===== src/rtl/decode_ctrl_pipe_pkg.sv =====
// Shared encodings and the EX-stage control bundle for the TPFinal ID/EX control path.
// Byte-enable and shift fields are held at their 32-bit widths here and widened at the top level.
package tpfinal_ctrl_pkg;

  localparam logic [3:0] ALU_ADD = 4'b0000;
  localparam logic [3:0] ALU_SUB = 4'b0001;
  localparam logic [3:0] ALU_AND = 4'b0010;
  localparam logic [3:0] ALU_OR  = 4'b0011;
  localparam logic [3:0] ALU_XOR = 4'b0100;
  localparam logic [3:0] ALU_NOR = 4'b0101;
  localparam logic [3:0] ALU_SLL = 4'b0110;
  localparam logic [3:0] ALU_SRL = 4'b0111;
  localparam logic [3:0] ALU_SRA = 4'b1000;
  localparam logic [3:0] ALU_SLT = 4'b1001;

  localparam logic [1:0] SRC_REG   = 2'b00;
  localparam logic [1:0] SRC_SIMM  = 2'b01;
  localparam logic [1:0] SRC_ZIMM  = 2'b10;
  localparam logic [1:0] SRC_SHAMT = 2'b11;

  localparam logic [5:0] OP_RTYPE = 6'b000000;
  localparam logic [5:0] OP_BEQ   = 6'b000100;
  localparam logic [5:0] OP_BNE   = 6'b000101;
  localparam logic [5:0] OP_ADDI  = 6'b001000;
  localparam logic [5:0] OP_SLTI  = 6'b001010;
  localparam logic [5:0] OP_ANDI  = 6'b001100;
  localparam logic [5:0] OP_ORI   = 6'b001101;
  localparam logic [5:0] OP_XORI  = 6'b001110;
  localparam logic [5:0] OP_LUI   = 6'b001111;
  localparam logic [5:0] OP_LB    = 6'b100000;
  localparam logic [5:0] OP_LH    = 6'b100001;
  localparam logic [5:0] OP_LW    = 6'b100011;
  localparam logic [5:0] OP_LBU   = 6'b100100;
  localparam logic [5:0] OP_LHU   = 6'b100101;
  localparam logic [5:0] OP_SB    = 6'b101000;
  localparam logic [5:0] OP_SH    = 6'b101001;
  localparam logic [5:0] OP_SW    = 6'b101011;

  localparam logic [5:0] FN_SLL  = 6'b000000;
  localparam logic [5:0] FN_SRL  = 6'b000010;
  localparam logic [5:0] FN_SRA  = 6'b000011;
  localparam logic [5:0] FN_SLLV = 6'b000100;
  localparam logic [5:0] FN_SRLV = 6'b000110;
  localparam logic [5:0] FN_SRAV = 6'b000111;
  localparam logic [5:0] FN_ADD  = 6'b100000;
  localparam logic [5:0] FN_SUB  = 6'b100010;
  localparam logic [5:0] FN_AND  = 6'b100100;
  localparam logic [5:0] FN_OR   = 6'b100101;
  localparam logic [5:0] FN_XOR  = 6'b100110;
  localparam logic [5:0] FN_NOR  = 6'b100111;
  localparam logic [5:0] FN_SLT  = 6'b101010;

  typedef struct packed {
    logic [3:0] alu_ctrl;
    logic [1:0] alu_src;
    logic [4:0] shamt;
    logic       reg_write;
    logic       mem_to_reg;
    logic       mem_write;
    logic       branch;
    logic       branch_ne;
    logic       reg_dst;
    logic       load_unsigned;
    logic [3:0] rd_be;
    logic [3:0] wr_be;
    logic [4:0] dest;
    logic       illegal;
  } ctrl_t;

  function automatic logic [3:0] be_mask(input logic [5:0] op);
    case (op)
      OP_LW, OP_SW:         be_mask = 4'b1111;
      OP_LB, OP_LBU, OP_SB: be_mask = 4'b0001;
      OP_LH, OP_LHU, OP_SH: be_mask = 4'b0011;
      default:              be_mask = 4'b0000;
    endcase
  endfunction

endpackage


===== src/rtl/decode_ctrl_pipe_if.sv =====
// ID-side request and EX-side control bundle of the decode pipe stage.
interface decode_ctrl_pipe_if #(parameter int DATA_W = 32);
  localparam int SHAMT_W = $clog2(DATA_W);
  localparam int BE_W    = DATA_W / 8;

  logic [31:0]        instr_i;
  logic               instr_valid_i;
  logic               stall_i;
  logic               flush_i;
  logic               hazard_stall_o;
  logic               ex_valid_o;
  logic [3:0]         alu_ctrl_o;
  logic [1:0]         alu_src_o;
  logic [SHAMT_W-1:0] shamt_o;
  logic               reg_write_o;
  logic               mem_to_reg_o;
  logic               mem_write_o;
  logic               branch_o;
  logic               branch_ne_o;
  logic               reg_dst_o;
  logic               load_unsigned_o;
  logic [BE_W-1:0]    rd_be_o;
  logic [BE_W-1:0]    wr_be_o;
  logic [4:0]         ex_dest_o;
  logic               illegal_o;

  modport master (
    output instr_i, instr_valid_i, stall_i, flush_i,
    input  hazard_stall_o, ex_valid_o, alu_ctrl_o, alu_src_o, shamt_o, reg_write_o,
           mem_to_reg_o, mem_write_o, branch_o, branch_ne_o, reg_dst_o, load_unsigned_o,
           rd_be_o, wr_be_o, ex_dest_o, illegal_o
  );

  modport slave (
    input  instr_i, instr_valid_i, stall_i, flush_i,
    output hazard_stall_o, ex_valid_o, alu_ctrl_o, alu_src_o, shamt_o, reg_write_o,
           mem_to_reg_o, mem_write_o, branch_o, branch_ne_o, reg_dst_o, load_unsigned_o,
           rd_be_o, wr_be_o, ex_dest_o, illegal_o
  );
endinterface


===== src/rtl/decode_ctrl_pipe_ctrl_decode.sv =====
// Combinational decode of one instruction word into the EX control bundle,
// plus which source registers the instruction actually reads.
module ctrl_decode
  import tpfinal_ctrl_pkg::*;
(
  input  logic [31:0] instr_i,
  output ctrl_t       ctrl_o,
  output logic        reads_rs_o,
  output logic        reads_rt_o,
  output logic [4:0]  rs_o,
  output logic [4:0]  rt_o
);
  logic [5:0] op;
  logic [5:0] funct;
  logic [4:0] rd;
  logic       ill;

  assign op    = instr_i[31:26];
  assign rs_o  = instr_i[25:21];
  assign rt_o  = instr_i[20:16];
  assign rd    = instr_i[15:11];
  assign funct = instr_i[5:0];

  always_comb begin
    ctrl_o       = '0;
    ill          = 1'b0;
    reads_rs_o   = 1'b1;
    reads_rt_o   = 1'b0;
    ctrl_o.shamt = instr_i[10:6];
    case (op)
      OP_RTYPE: begin
        ctrl_o.reg_write = 1'b1;
        ctrl_o.reg_dst   = 1'b1;
        reads_rt_o       = 1'b1;
        case (funct)
          FN_ADD:  ctrl_o.alu_ctrl = ALU_ADD;
          FN_SUB:  ctrl_o.alu_ctrl = ALU_SUB;
          FN_AND:  ctrl_o.alu_ctrl = ALU_AND;
          FN_OR:   ctrl_o.alu_ctrl = ALU_OR;
          FN_XOR:  ctrl_o.alu_ctrl = ALU_XOR;
          FN_NOR:  ctrl_o.alu_ctrl = ALU_NOR;
          FN_SLT:  ctrl_o.alu_ctrl = ALU_SLT;
          FN_SLLV: ctrl_o.alu_ctrl = ALU_SLL;
          FN_SRLV: ctrl_o.alu_ctrl = ALU_SRL;
          FN_SRAV: ctrl_o.alu_ctrl = ALU_SRA;
          FN_SLL:  begin ctrl_o.alu_ctrl = ALU_SLL; ctrl_o.alu_src = SRC_SHAMT; reads_rs_o = 1'b0; end
          FN_SRL:  begin ctrl_o.alu_ctrl = ALU_SRL; ctrl_o.alu_src = SRC_SHAMT; reads_rs_o = 1'b0; end
          FN_SRA:  begin ctrl_o.alu_ctrl = ALU_SRA; ctrl_o.alu_src = SRC_SHAMT; reads_rs_o = 1'b0; end
          default: ill = 1'b1;
        endcase
      end
      OP_LW, OP_LB, OP_LBU, OP_LH, OP_LHU: begin
        ctrl_o.alu_src       = SRC_SIMM;
        ctrl_o.mem_to_reg    = 1'b1;
        ctrl_o.reg_write     = 1'b1;
        ctrl_o.load_unsigned = (op == OP_LBU) || (op == OP_LHU);
        ctrl_o.rd_be         = be_mask(op);
      end
      OP_SW, OP_SB, OP_SH: begin
        ctrl_o.alu_src   = SRC_SIMM;
        ctrl_o.mem_write = 1'b1;
        ctrl_o.wr_be     = be_mask(op);
        reads_rt_o       = 1'b1;
      end
      OP_BEQ, OP_BNE: begin
        ctrl_o.alu_ctrl  = ALU_SUB;
        ctrl_o.branch    = 1'b1;
        ctrl_o.branch_ne = (op == OP_BNE);
        reads_rt_o       = 1'b1;
      end
      OP_ADDI: begin ctrl_o.reg_write = 1'b1; ctrl_o.alu_ctrl = ALU_ADD; ctrl_o.alu_src = SRC_SIMM; end
      OP_SLTI: begin ctrl_o.reg_write = 1'b1; ctrl_o.alu_ctrl = ALU_SLT; ctrl_o.alu_src = SRC_SIMM; end
      OP_ANDI: begin ctrl_o.reg_write = 1'b1; ctrl_o.alu_ctrl = ALU_AND; ctrl_o.alu_src = SRC_ZIMM; end
      OP_ORI:  begin ctrl_o.reg_write = 1'b1; ctrl_o.alu_ctrl = ALU_OR;  ctrl_o.alu_src = SRC_ZIMM; end
      OP_XORI: begin ctrl_o.reg_write = 1'b1; ctrl_o.alu_ctrl = ALU_XOR; ctrl_o.alu_src = SRC_ZIMM; end
      OP_LUI: begin
        // LUI is executed as imm << 16 on the shifter
        ctrl_o.reg_write = 1'b1;
        ctrl_o.alu_ctrl  = ALU_SLL;
        ctrl_o.alu_src   = SRC_ZIMM;
        ctrl_o.shamt     = 5'd16;
        reads_rs_o       = 1'b0;
      end
      default: ill = 1'b1;
    endcase
    if (ill) begin
      ctrl_o         = '0;
      ctrl_o.illegal = 1'b1;
      ctrl_o.shamt   = instr_i[10:6];
      reads_rs_o     = 1'b0;
      reads_rt_o     = 1'b0;
    end
    ctrl_o.dest = ctrl_o.reg_dst ? rd : rt_o;
  end
endmodule


===== src/rtl/decode_ctrl_pipe.sv =====
// ID/EX control register with load-use bubble insertion, stall hold and flush.
// Update order per edge: reset, flush, stall, hazard bubble, then the decoded instruction.
module decode_ctrl_pipe
  import tpfinal_ctrl_pkg::*;
#(
  parameter int DATA_W = 32
) (
  input  logic              clk,
  input  logic              reset,
  decode_ctrl_pipe_if.slave bus
);
  localparam int SHAMT_W = $clog2(DATA_W);
  localparam int BE_W    = DATA_W / 8;

  ctrl_t      dec;
  logic       reads_rs;
  logic       reads_rt;
  logic [4:0] rs;
  logic [4:0] rt;
  ctrl_t      ex_q, ex_d;
  logic       ex_valid_q, ex_valid_d;
  logic       hazard;

  ctrl_decode u_decode (
    .instr_i    (bus.instr_i),
    .ctrl_o     (dec),
    .reads_rs_o (reads_rs),
    .reads_rt_o (reads_rt),
    .rs_o       (rs),
    .rt_o       (rt)
  );

  // Gated by ex_valid_q so a reset EX register can never request a stall
  always_comb begin
    hazard = ex_valid_q && ex_q.mem_to_reg && (ex_q.dest != 5'd0) && bus.instr_valid_i &&
             ((reads_rs && (rs == ex_q.dest)) || (reads_rt && (rt == ex_q.dest)));
  end

  always_comb begin
    ex_d       = ex_q;
    ex_valid_d = ex_valid_q;
    if (bus.flush_i) begin
      ex_d       = '0;
      ex_valid_d = 1'b0;
    end else if (bus.stall_i) begin
      ex_d       = ex_q;
      ex_valid_d = ex_valid_q;
    end else if (hazard || !bus.instr_valid_i) begin
      ex_d       = '0;
      ex_valid_d = 1'b0;
    end else begin
      ex_d       = dec;
      ex_valid_d = 1'b1;
    end
  end

  always_ff @(posedge clk) begin
    if (reset) begin
      ex_q       <= '0;
      ex_valid_q <= 1'b0;
    end else begin
      ex_q       <= ex_d;
      ex_valid_q <= ex_valid_d;
    end
  end

  assign bus.hazard_stall_o  = hazard;
  assign bus.ex_valid_o      = ex_valid_q;
  assign bus.alu_ctrl_o      = ex_q.alu_ctrl;
  assign bus.alu_src_o       = ex_q.alu_src;
  assign bus.shamt_o         = SHAMT_W'(ex_q.shamt);
  assign bus.reg_write_o     = ex_q.reg_write;
  assign bus.mem_to_reg_o    = ex_q.mem_to_reg;
  assign bus.mem_write_o     = ex_q.mem_write;
  assign bus.branch_o        = ex_q.branch;
  assign bus.branch_ne_o     = ex_q.branch_ne;
  assign bus.reg_dst_o       = ex_q.reg_dst;
  assign bus.load_unsigned_o = ex_q.load_unsigned;
  assign bus.rd_be_o         = BE_W'(ex_q.rd_be);
  assign bus.wr_be_o         = BE_W'(ex_q.wr_be);
  assign bus.ex_dest_o       = ex_q.dest;
  assign bus.illegal_o       = ex_q.illegal;
endmodule


===== src/flat_wrapper.sv =====
// flat-port wrapper written by rule: the top's interface ports become plain ports
module decode_ctrl_pipe_flat import tpfinal_ctrl_pkg::*;
#(
  parameter int DATA_W = 32
)
  (clk, reset, bus_instr_i, bus_instr_valid_i, bus_stall_i, bus_flush_i, bus_hazard_stall_o, bus_ex_valid_o, bus_alu_ctrl_o, bus_alu_src_o, bus_shamt_o, bus_reg_write_o, bus_mem_to_reg_o, bus_mem_write_o, bus_branch_o, bus_branch_ne_o, bus_reg_dst_o, bus_load_unsigned_o, bus_rd_be_o, bus_wr_be_o, bus_ex_dest_o, bus_illegal_o);
  decode_ctrl_pipe_if #(.DATA_W(DATA_W)) bus_i ();
  input  logic clk;
  input  logic reset;
  input wire logic [$bits(bus_i.instr_i)-1:0] bus_instr_i;
  input wire logic [$bits(bus_i.instr_valid_i)-1:0] bus_instr_valid_i;
  input wire logic [$bits(bus_i.stall_i)-1:0] bus_stall_i;
  input wire logic [$bits(bus_i.flush_i)-1:0] bus_flush_i;
  output wire logic [$bits(bus_i.hazard_stall_o)-1:0] bus_hazard_stall_o;
  output wire logic [$bits(bus_i.ex_valid_o)-1:0] bus_ex_valid_o;
  output wire logic [$bits(bus_i.alu_ctrl_o)-1:0] bus_alu_ctrl_o;
  output wire logic [$bits(bus_i.alu_src_o)-1:0] bus_alu_src_o;
  output wire logic [$bits(bus_i.shamt_o)-1:0] bus_shamt_o;
  output wire logic [$bits(bus_i.reg_write_o)-1:0] bus_reg_write_o;
  output wire logic [$bits(bus_i.mem_to_reg_o)-1:0] bus_mem_to_reg_o;
  output wire logic [$bits(bus_i.mem_write_o)-1:0] bus_mem_write_o;
  output wire logic [$bits(bus_i.branch_o)-1:0] bus_branch_o;
  output wire logic [$bits(bus_i.branch_ne_o)-1:0] bus_branch_ne_o;
  output wire logic [$bits(bus_i.reg_dst_o)-1:0] bus_reg_dst_o;
  output wire logic [$bits(bus_i.load_unsigned_o)-1:0] bus_load_unsigned_o;
  output wire logic [$bits(bus_i.rd_be_o)-1:0] bus_rd_be_o;
  output wire logic [$bits(bus_i.wr_be_o)-1:0] bus_wr_be_o;
  output wire logic [$bits(bus_i.ex_dest_o)-1:0] bus_ex_dest_o;
  output wire logic [$bits(bus_i.illegal_o)-1:0] bus_illegal_o;
  assign bus_i.instr_i = bus_instr_i;
  assign bus_i.instr_valid_i = bus_instr_valid_i;
  assign bus_i.stall_i = bus_stall_i;
  assign bus_i.flush_i = bus_flush_i;
  assign bus_hazard_stall_o = bus_i.hazard_stall_o;
  assign bus_ex_valid_o = bus_i.ex_valid_o;
  assign bus_alu_ctrl_o = bus_i.alu_ctrl_o;
  assign bus_alu_src_o = bus_i.alu_src_o;
  assign bus_shamt_o = bus_i.shamt_o;
  assign bus_reg_write_o = bus_i.reg_write_o;
  assign bus_mem_to_reg_o = bus_i.mem_to_reg_o;
  assign bus_mem_write_o = bus_i.mem_write_o;
  assign bus_branch_o = bus_i.branch_o;
  assign bus_branch_ne_o = bus_i.branch_ne_o;
  assign bus_reg_dst_o = bus_i.reg_dst_o;
  assign bus_load_unsigned_o = bus_i.load_unsigned_o;
  assign bus_rd_be_o = bus_i.rd_be_o;
  assign bus_wr_be_o = bus_i.wr_be_o;
  assign bus_ex_dest_o = bus_i.ex_dest_o;
  assign bus_illegal_o = bus_i.illegal_o;
  decode_ctrl_pipe #(.DATA_W(DATA_W)) u_core (.clk(clk), .reset(reset), .bus(bus_i));
endmodule

===== config.mk =====
export PLATFORM = sky130hd
export DESIGN_NAME = decode_ctrl_pipe_flat
export DESIGN_NICKNAME = d
export VERILOG_FILES = /design/src/rtl/decode_ctrl_pipe_pkg.sv /design/src/rtl/decode_ctrl_pipe_if.sv /design/src/rtl/decode_ctrl_pipe_ctrl_decode.sv /design/src/rtl/decode_ctrl_pipe.sv /design/src/flat_wrapper.sv
export SDC_FILE = /design/constraint.sdc
export NUM_CORES = 1
export LEC_CHECK = 0
export CORE_ASPECT_RATIO = 1.1
export CORE_MARGIN = 1
export CORE_UTILIZATION = 40
export DETAILED_ROUTE_END_ITERATION = 8
export PLACE_DENSITY = 0.77
export REMOVE_ABC_BUFFERS = 1
export SLEW_MARGIN = 20
export SYNTH_ARGS = -nofsm -noshare
export SYNTH_HDL_FRONTEND = slang
export SYNTH_SLANG_ARGS = --single-unit

===== constraint.sdc =====
create_clock -name clk -period 2.4 [get_ports clk]
set_input_delay 0.48 -clock clk [delete_from_list [all_inputs] [get_ports clk]]
set_output_delay 0.48 -clock clk [all_outputs]
set_load 0.1 [all_outputs]

* After elaboration in Yosys (flattened, before gate mapping)
Cells that the tools add are included.
Operators by class: multiplexer cells 24, reductions and logical operators 30, equality and inequality tests 30
Operators by type and width (number):
- $eq 6x6->1 const B | 15
- $mux 32 | 2
- $eq 6x4->1 const B | 6
- $pmux 4 s9 | 1
- $eq 6x3->1 const B | 5
- $pmux 4 s7 | 1
- $reduce_or 16->1 | 1
- $mux 5 | 3
- $reduce_or 13->1 | 1
- $eq 6x2->1 const B | 2
- $logic_not 6->1 | 2
- $pmux 4 s3 | 1
- $reduce_or 12->1 | 1
- $reduce_or 2->1 | 6
- $reduce_or 3->1 | 4
- $eq 5x5->1 | 2
- $mux 1 | 10
- $reduce_or 10->1 | 1
- $logic_and 1x1->1 | 6
- $pmux 2 s3 | 1
- $reduce_or 6->1 | 1
- $reduce_bool 5->1 | 1
- $reduce_or 5->1 | 1
- $mux 2 | 2
- other kinds (5) | 8
Word-level totals: word-level logic and storage cells 99, bits of input ports 37, output and inout port bits 34, register bits after elaboration 33

* Depth between registers and ports, before layout
Gate-level depths: netlist of run 1.
depth in word-level cells 10, depth in mapped cells 7

* By module
From an unflattened synthesis of run 1, not the netlist that was laid out.
Unflattened totals: cells, all modules 277, area total of the unflattened synthesis 2245.9 um2
Modules (own cells, without submodules):
- decode_ctrl_pipe | seq. area each 660.6 um2, cells each 168, area an instance 1514.0 um2, instances 1
- ctrl_decode | seq. area each 0.0 um2, cells each 109, area an instance 732.0 um2, instances 1

* Worst setup path before layout of run 1
Ideal clock, no wire load.
path type flip-flop to output port, from reg u_core.ex_q, in the netlist u_core.bus.ex_dest_o[3], to out bus_hazard_stall_o, path buffers 1, arrival time 2393 ps, stages on the path, launching flop included 6, path slack -473 ps, required time 1920 ps, cell sequence dfxtp_1 xor2_1 nor4_1 o2111ai_1 a21oi_4 buf_2
Between the ends: cells in the longest elaborated chain, start to end 4, elaborated cells between the ends (all ways) 9
RTL lines:
- start, declared | RTL line decode_ctrl_pipe.sv:20 | ctrl_t ex_q, ex_d;
- start signal, assigned | RTL line decode_ctrl_pipe.sv:59 | ex_q <= '0;
- start signal, assigned | RTL line decode_ctrl_pipe.sv:62 | ex_q <= ex_d;
- $eq 5x5->1 or $reduce_bool 5->1 (tied branches) | RTL line decode_ctrl_pipe.sv:36, decode_ctrl_pipe.sv:35
- $logic_and 1x1->1 (on tied branches) | RTL line decode_ctrl_pipe.sv:36, decode_ctrl_pipe.sv:35
- $logic_or 1x1->1 or $logic_and 1x1->1 (tied branches) | RTL line decode_ctrl_pipe.sv:36, decode_ctrl_pipe.sv:35
- $logic_and 1x1->1 (*) | RTL line decode_ctrl_pipe.sv:35 | hazard = ex_valid_q && ex_q.mem_to_reg && (ex_q.dest != 5'd0) && bus.instr_valid_i &&
- end, declared | RTL line flat_wrapper.sv:14 | output wire logic [$bits(bus_i.hazard_stall_o)-1:0] bus_hazard_stall_o;
Every way passes the cells marked *; elsewhere a longest branch is shown, timed or not.

* Final worst setup path of run 1
from in bus_instr_i[30], to out bus_hazard_stall_o
Between the ends: cells in the longest elaborated chain, start to end 7, elaborated cells between the ends (all ways) 28
RTL lines:
- start, declared | RTL line flat_wrapper.sv:10 | input wire logic [$bits(bus_i.instr_i)-1:0] bus_instr_i;
- $eq 6x6->1 (tied with other cells) | RTL line decode_ctrl_pipe_ctrl_decode.sv:30 | case (op)
- $reduce_or 16->1 (no source line) or $reduce_or 6->1 (tied branches)
- $pmux 1 s2 or $mux 1 (tied branches) | RTL line decode_ctrl_pipe_ctrl_decode.sv:30
- $mux 1 | RTL line decode_ctrl_pipe_ctrl_decode.sv:86 | if (ill) begin
- $logic_and 1x1->1 | RTL line decode_ctrl_pipe.sv:36 | ((reads_rs && (rs == ex_q.dest)) || (reads_rt && (rt == ex_q.dest)));
- $logic_or 1x1->1 (*) | RTL line decode_ctrl_pipe.sv:36
- $logic_and 1x1->1 (*) | RTL line decode_ctrl_pipe.sv:35
Marks and branches as above.

==> results_dict.tcl, run 1 <==
set metrics [dict create \
    cap_violations 0 \
    cts_buffers 5 \
    leakage_uw 0.00125 \
    grt_pass1_vias 2004 \
    holdCritPathClass "flip-flop to flip-flop" \
    drc 0 \
    path_clk_slew_ps 60 \
    outcome "complete, no violations" \
    critical_path_class "input port to primary output" \
    hold_path_end "u_core.bus.alu_ctrl_o[3]" \
    numPortBuffers 70 \
    r2r_start "u_core.bus.ex_dest_o[0]" \
    r2r_slack_ps 500 \
    dr.pass1.iters 4 \
    hold_viol 0 \
    worst_pin_slew_ps 441 \
    path_max_fanout 2 \
    min_path_cells 2 \
    final_antenna_net_count 0 \
    cts_num_sinks 31 \
    seqPwrFrac_pct 43.0 \
    drt_iter0_markers 76 \
    p_int_uw 874 \
    hpwl_um 4160 \
    placed_cell_area_mm2 0.00270 \
    cp-end-kind "primary output" \
    pwr-share-clk_pct 33.9 \
    syn-cell-area_mm2 0.00184 \
    max_clock_freq_mhz 419 \
    crit_path_start_kind "input port" \
    final_cell_mix "buf_4, nand2_1, dfxtp_1" \
    fin_crit_ps 2390 \
    ys_warn_count 0 \
    finalSetupViolations 0 \
    grt_antenna_before_repair 0 \
    grt-ovfl-total 0 \
    yosysTopAreaCell "dfxtp_1" \
    ys_seq_area_share_pct 33.7 \
    die_h_um 73.1 \
    synth_top_area_share_pct 33.7 \
    nFillCells 381 \
    grt_usage_pct 23.9 \
    ys_ff_latch 31 \
    p_sw_share_pct 28.3 \
    start_util_pct 42.3 \
    area_growth_pct 58.2 \
    num-nets-final 363 \
    num_rows 25 \
    synth_simple_gate_area_share_pct 27.3 \
    powerDensity_mw_per_mm2 419 \
    fin_skew_ps 5.67 \
    vias 2045 \
    io_pins 71 \
    yosys.area_share.xor_xnor_pct 4.76 \
    clk_path_buf_depth 2 \
    hold_start "u_core.bus.alu_ctrl_o[3]" \
    die_w_um 66.7 \
    htree_levels 2 \
    peakVddDrop_uv 292 \
    root_buffer "clkbuf_8" \
    wl_per_cell_um 14.0 \
    ys_types 47 \
    r2r_cells 6 \
    drv_slew 0 \
    viasPerCell 5.38 \
    required_ps 1920 \
    dieArea_mm2 0.00487 \
    placeableCoreArea_mm2 0.00435 \
    synth_compound_area_share_pct 25.3 \
    place_congestion 0.898 \
    grt_pass1_wl_um 8880 \
    r2r-end "u_core.bus.reg_write_o" \
    slew_headroom_pct 70.5 \
    synth-adder-area-share_pct 0 \
    finalWirelength_um 5310 \
    fin_area_mm2 0.00291 \
    rsz0062_at_grt "yes" \
    cts_tree "built" \
    p_comb_share_pct 23.0 \
    p_switching_uw 345 \
    tns_ps 0 \
    diodes 0 \
    syn-instance-count 228 \
    drive_above_1_share_pct 34.4 \
    layout_commonest_cell "buf_4" \
    clkLatencyLatePin_ps 280 \
    grt_start_max_net_pins 26 \
    synth.avg_cell_area_um2 8.07 \
    synth.area.mux_share_pct 3.27 \
    finalCritPeriodShare_pct 99.5 \
    cp.arrival_ps 1910 \
    synth_area_leaders "dfxtp_1, nand2_1, o21ai_0, xor2_1, o31ai_1" \
    synth_top_family_by_area "simple AND/OR/NAND/NOR gates" \
]
## cells by family (layout without fill, tap and decap cells)
group | after synthesis | count (layout)
xor+xnor | 10 | 10
mux | 6 | 6
flops | 31 | 31
simple gates | 97 | 97
buf+inv | 21 | 119
compound gates | 63 | 63
## cell usage after synthesis, drive strengths merged
library cell	instances
a31oi	3
and2b	1
dfxtp	31
clkbuf	11
o311ai	1
nand4	4
a2111oi	1
or4	2
nor3b	1
mux2i	6
o41a	2
o221ai	1
a211o	1
o211ai	2
a22oi	1
o31ai	13
nand4b	3
a211oi	3
or2	3
nand3b	1
a21oi	10
nor4bb	1
o32a	1
and2	2
o2111ai	1
nor2b	5
o21ai	20
nor4	2
nor3	10
o41ai	1
buf	7
nand2	36
xor2	10
nand2b	5
a21o	2
nand3	10
nor2	7
and3	4
inv	3
## layer usage
| metal | up-vias | track usage, % | part of all wire, % |
|---|---|---|---|
| met1 | 927 | 28.1 | 43 |
| met5 | - | 0 | 0 |
| met4 | 0 | 8.51 | 1.8 |
| met3 | 11 | 5.31 | 5.8 |
| li1 | 1024 | - | - |
| met2 | 83 | 42.0 | 49 |
## critical path, cell delays in order
cell and delay (ps):
buf_6 100, or4_4 550, a2111oi_4 300, nand4b_4 210, a21oi_4 80, buf_12 180
## per-stage QoR
| stage | hold WS [ps] | setup WS [ps] | utilization, % | instances | power (uW) |
|---|---|---|---|---|---|
| 6_report | 454 | 13.0 | 66.9 | 380 | 1220 |
| 5_1_grt | 484 | -50.2 | 66.9 | 380 | 1270 |
| 4_1_cts | 457 | 0.281 | 66.2 | 377 | 1220 |
| 3_5_place_dp | 443 | -452 | 62.0 | 368 | 797 |
| 3_3_place_gp | 438 | -375 | 62.0 | 368 | 795 |
| 2_1_floorplan | 557 | -616 | - | 210 | 647 |
## layout make-up
| type | count | area [um2] | share of cell area, % |
|---|---|---|---|
| multi-input cells | 176 | 1200 | 41.4 |
| repair buffers | 109 | 918 | 31.6 |
| flip-flops and latches | 31 | 621 | 21.3 |
| clock buffers | 6 | 82.6 | 2.84 |
| well taps | 54 | 67.6 | 2.32 |
| inverters | 3 | 11.3 | 0.387 |
| clock inverters | 1 | 5.00 | 0.172 |
## flip-flops by register name, indices dropped and copies added, names as in the netlist
signal,count
u_core.bus.alu_src_o,2
u_core.bus.rd_be_o,3
u_core.bus.reg_dst_o,1
u_core.bus.illegal_o,1
u_core.bus.mem_to_reg_o,1
u_core.bus.reg_write_o,1
u_core.bus.mem_write_o,1
u_core.bus.ex_valid_o,1
u_core.bus.shamt_o,5
u_core.bus.ex_dest_o,5
u_core.bus.wr_be_o,3
u_core.bus.branch_ne_o,1
u_core.bus.alu_ctrl_o,4
u_core.bus.branch_o,1
u_core.bus.load_unsigned_o,1
## worst max-delay path by stage
stage          cells after the start  slack, ps                     from            endpoint
6_report                           6         10          bus_instr_i[30]  bus_hazard_stall_o
5_1_grt                            8        -50           bus_instr_i[2]  bus_hazard_stall_o
4_1_cts                            8        0.3          bus_instr_i[26]  bus_hazard_stall_o
3_5_place_dp                       7       -450          bus_instr_i[31]  bus_hazard_stall_o
3_3_place_gp                       6       -380          bus_instr_i[31]  bus_hazard_stall_o
2_1_floorplan                      4       -620  u_core.bus.ex_dest_o[3]  bus_hazard_stall_o
## power by group through the flow
stage / clock (uW) / sequential [uW] / combinational (uW)
2_1_floorplan: 0 / 576 / 71.0
3_3_place_gp: 0 / 536 / 258
3_5_place_dp: 0 / 536 / 260
4_1_cts: 422 / 525 / 272
5_1_grt: 441 / 526 / 299
6_report: 414 / 525 / 281
## timing repair
item                       CTS  global route
hold buffers                 0             0
hold endpoints to repair     0             0
pin swaps                   13            12
setup buffers                2             3
setup endpoints to repair   26             1
resized for setup           55            11
Power figures use the tool's default switching activity.
==> inputs of run 2 (changes only) <==
- PLACE_DENSITY: 0.77 -> 0.86
==> results_dict.tcl, run 2 (same netlist as run 1, synthesis figures left out) <==
set metrics [dict create \
    outcome "finished, violations left" \
    violations "negative setup slack" \
    wl_per_cell_um 14.6 \
    drv_slew 0 \
    grt_usage_pct 24.0 \
    hold_viol 0 \
    clkLatencyLatePin_ps 280 \
    fin_skew_ps 4.94 \
    fin_hold_ws_ps 457 \
    num-nets-final 367 \
    max_clock_freq_mhz 416 \
    rsz0062_at_grt "yes" \
    num_rows 25 \
    hpwl_um 4220 \
    dieArea_mm2 0.00487 \
    placeableCoreArea_mm2 0.00435 \
    dr.pass1.iters 4 \
    final_cell_mix "buf_4, nand2_1, dfxtp_1" \
    start_util_pct 42.3 \
    cts_buffers 5 \
    finalWirelength_um 5610 \
    worst_pin_slew_ps 392 \
    cts_hold_buffers 0 \
    drc 0 \
    numPortBuffers 70 \
    dpl.cell_count 371 \
    final_antenna_net_count 0 \
    holdCritPathClass "flip-flop to flip-flop" \
    grt_antenna_before_repair 0 \
    crit_path_start_kind "input port" \
    cts_num_sinks 31 \
    htree_levels 2 \
    leakage_uw 0.00126 \
    cp-end-kind "primary output" \
    fin_crit_ps 2400 \
    die_w_um 66.7 \
    layout_commonest_cell "buf_4" \
    fin_cells 384 \
    diodes 0 \
    place_congestion 0.901 \
    slew_headroom_pct 73.8 \
    grt_pass1_vias 1948 \
    peakVddDrop_uv 324 \
    die_h_um 73.1 \
    critical_path_class "input port to primary output" \
    vias 2078 \
    required_ps 1920 \
    tns_ps -2.53 \
    cap_violations 0 \
    drt_iter0_markers 110 \
    finalCritPeriodShare_pct 100 \
    r2r_start "u_core.bus.ex_dest_o[0]" \
    path_clk_slew_ps 60 \
    cts_tree "built" \
    root_buffer "clkbuf_8" \
    setup_ws_ps -2.53 \
    grt_pass1_wl_um 8930 \
    grt_start_max_net_pins 26 \
    cp.arrival_ps 1920 \
    io_pins 71 \
    final_util_pct 66.8 \
    grt-ovfl-total 0 \
    area_growth_pct 58.0 \
    worstSetupStartpoint "bus_instr_i[26]" \
    dp_slack_ps -394 \
    hold_start "u_core.bus.reg_write_o" \
    clk_path_buf_depth 2 \
    viasPerCell 5.41 \
    finalSetupViolations 1 \
    path_max_fanout 5 \
    drive_above_1_share_pct 34.8 \
    powerDensity_mw_per_mm2 417 \
]
-- run 2: worst paths after layout --
kind | cells past startpoint | endpoint | slack [ps]
worst min register to register | 2 | u_core.bus.reg_write_o | 460
worst max register to register | 6 | u_core.bus.ex_valid_o | 470
worst max-delay path | 9 | bus_hazard_stall_o | -3
worst min-delay path | 2 | u_core.bus.reg_write_o | 460
-- run 2: power breakdown --
part	total [uW]	switching [uW]	internal, uW	leakage, uW
Clock	408	183	224	0.0000470
Sequential	525	5.18	520	0.000250
Combinational	280	152	128	0.000964
Total	1210	340	873	0.00126
-- run 2: per-layer routing --
| metal | vias to the layer above | track usage (%) | part of all wire, % |
|---|---|---|---|
| met2 | 82 | 41.2 | 49 |
| met4 | 0 | 7.57 | 1.8 |
| met5 | - | 0 | 0 |
| li1 | 1031 | - | - |
| met1 | 953 | 29.2 | 43 |
| met3 | 12 | 5.63 | 5.8 |
-- run 2: area by class of cell --
| type | count | area, um2 |
|---|---|---|
| clock buffer | 6 | 82.6 |
| clock inverter | 1 | 5.00 |
| fill | 360 | 1440 |
| inverter | 3 | 11.3 |
| multi-input combinational | 176 | 1180 |
| sequential | 31 | 621 |
| tap | 54 | 67.6 |
| timing repair buffer | 113 | 935 |
-- run 2: stage by stage --
step           cell area, um2  power, uW
2_1_floorplan            1750        647
5_1_grt                  2910       1260
3_3_place_gp             2730        799
4_1_cts                  2910       1220
6_report                 2910       1210
3_5_place_dp             2730        802
-- run 2: repair_timing --
| action | in CTS | in global routing |
|---|---|---|
| gates resized for setup | 58 | 4 |
| buffers inserted | 5 | 1 |
| gates cloned | 0 | 0 |
| setup endpoints to repair | 11 | 1 |
| pin swaps | 10 | 2 |
-- run 2: worst max-delay path, stage by stage --
cell      delay (ps)
buf_2            110
buf_6            120
buf_4            140
nor4_4           330
o311ai_1         170
o221ai_1         190
buf_4            160
a21oi_4           50
buf_12           180
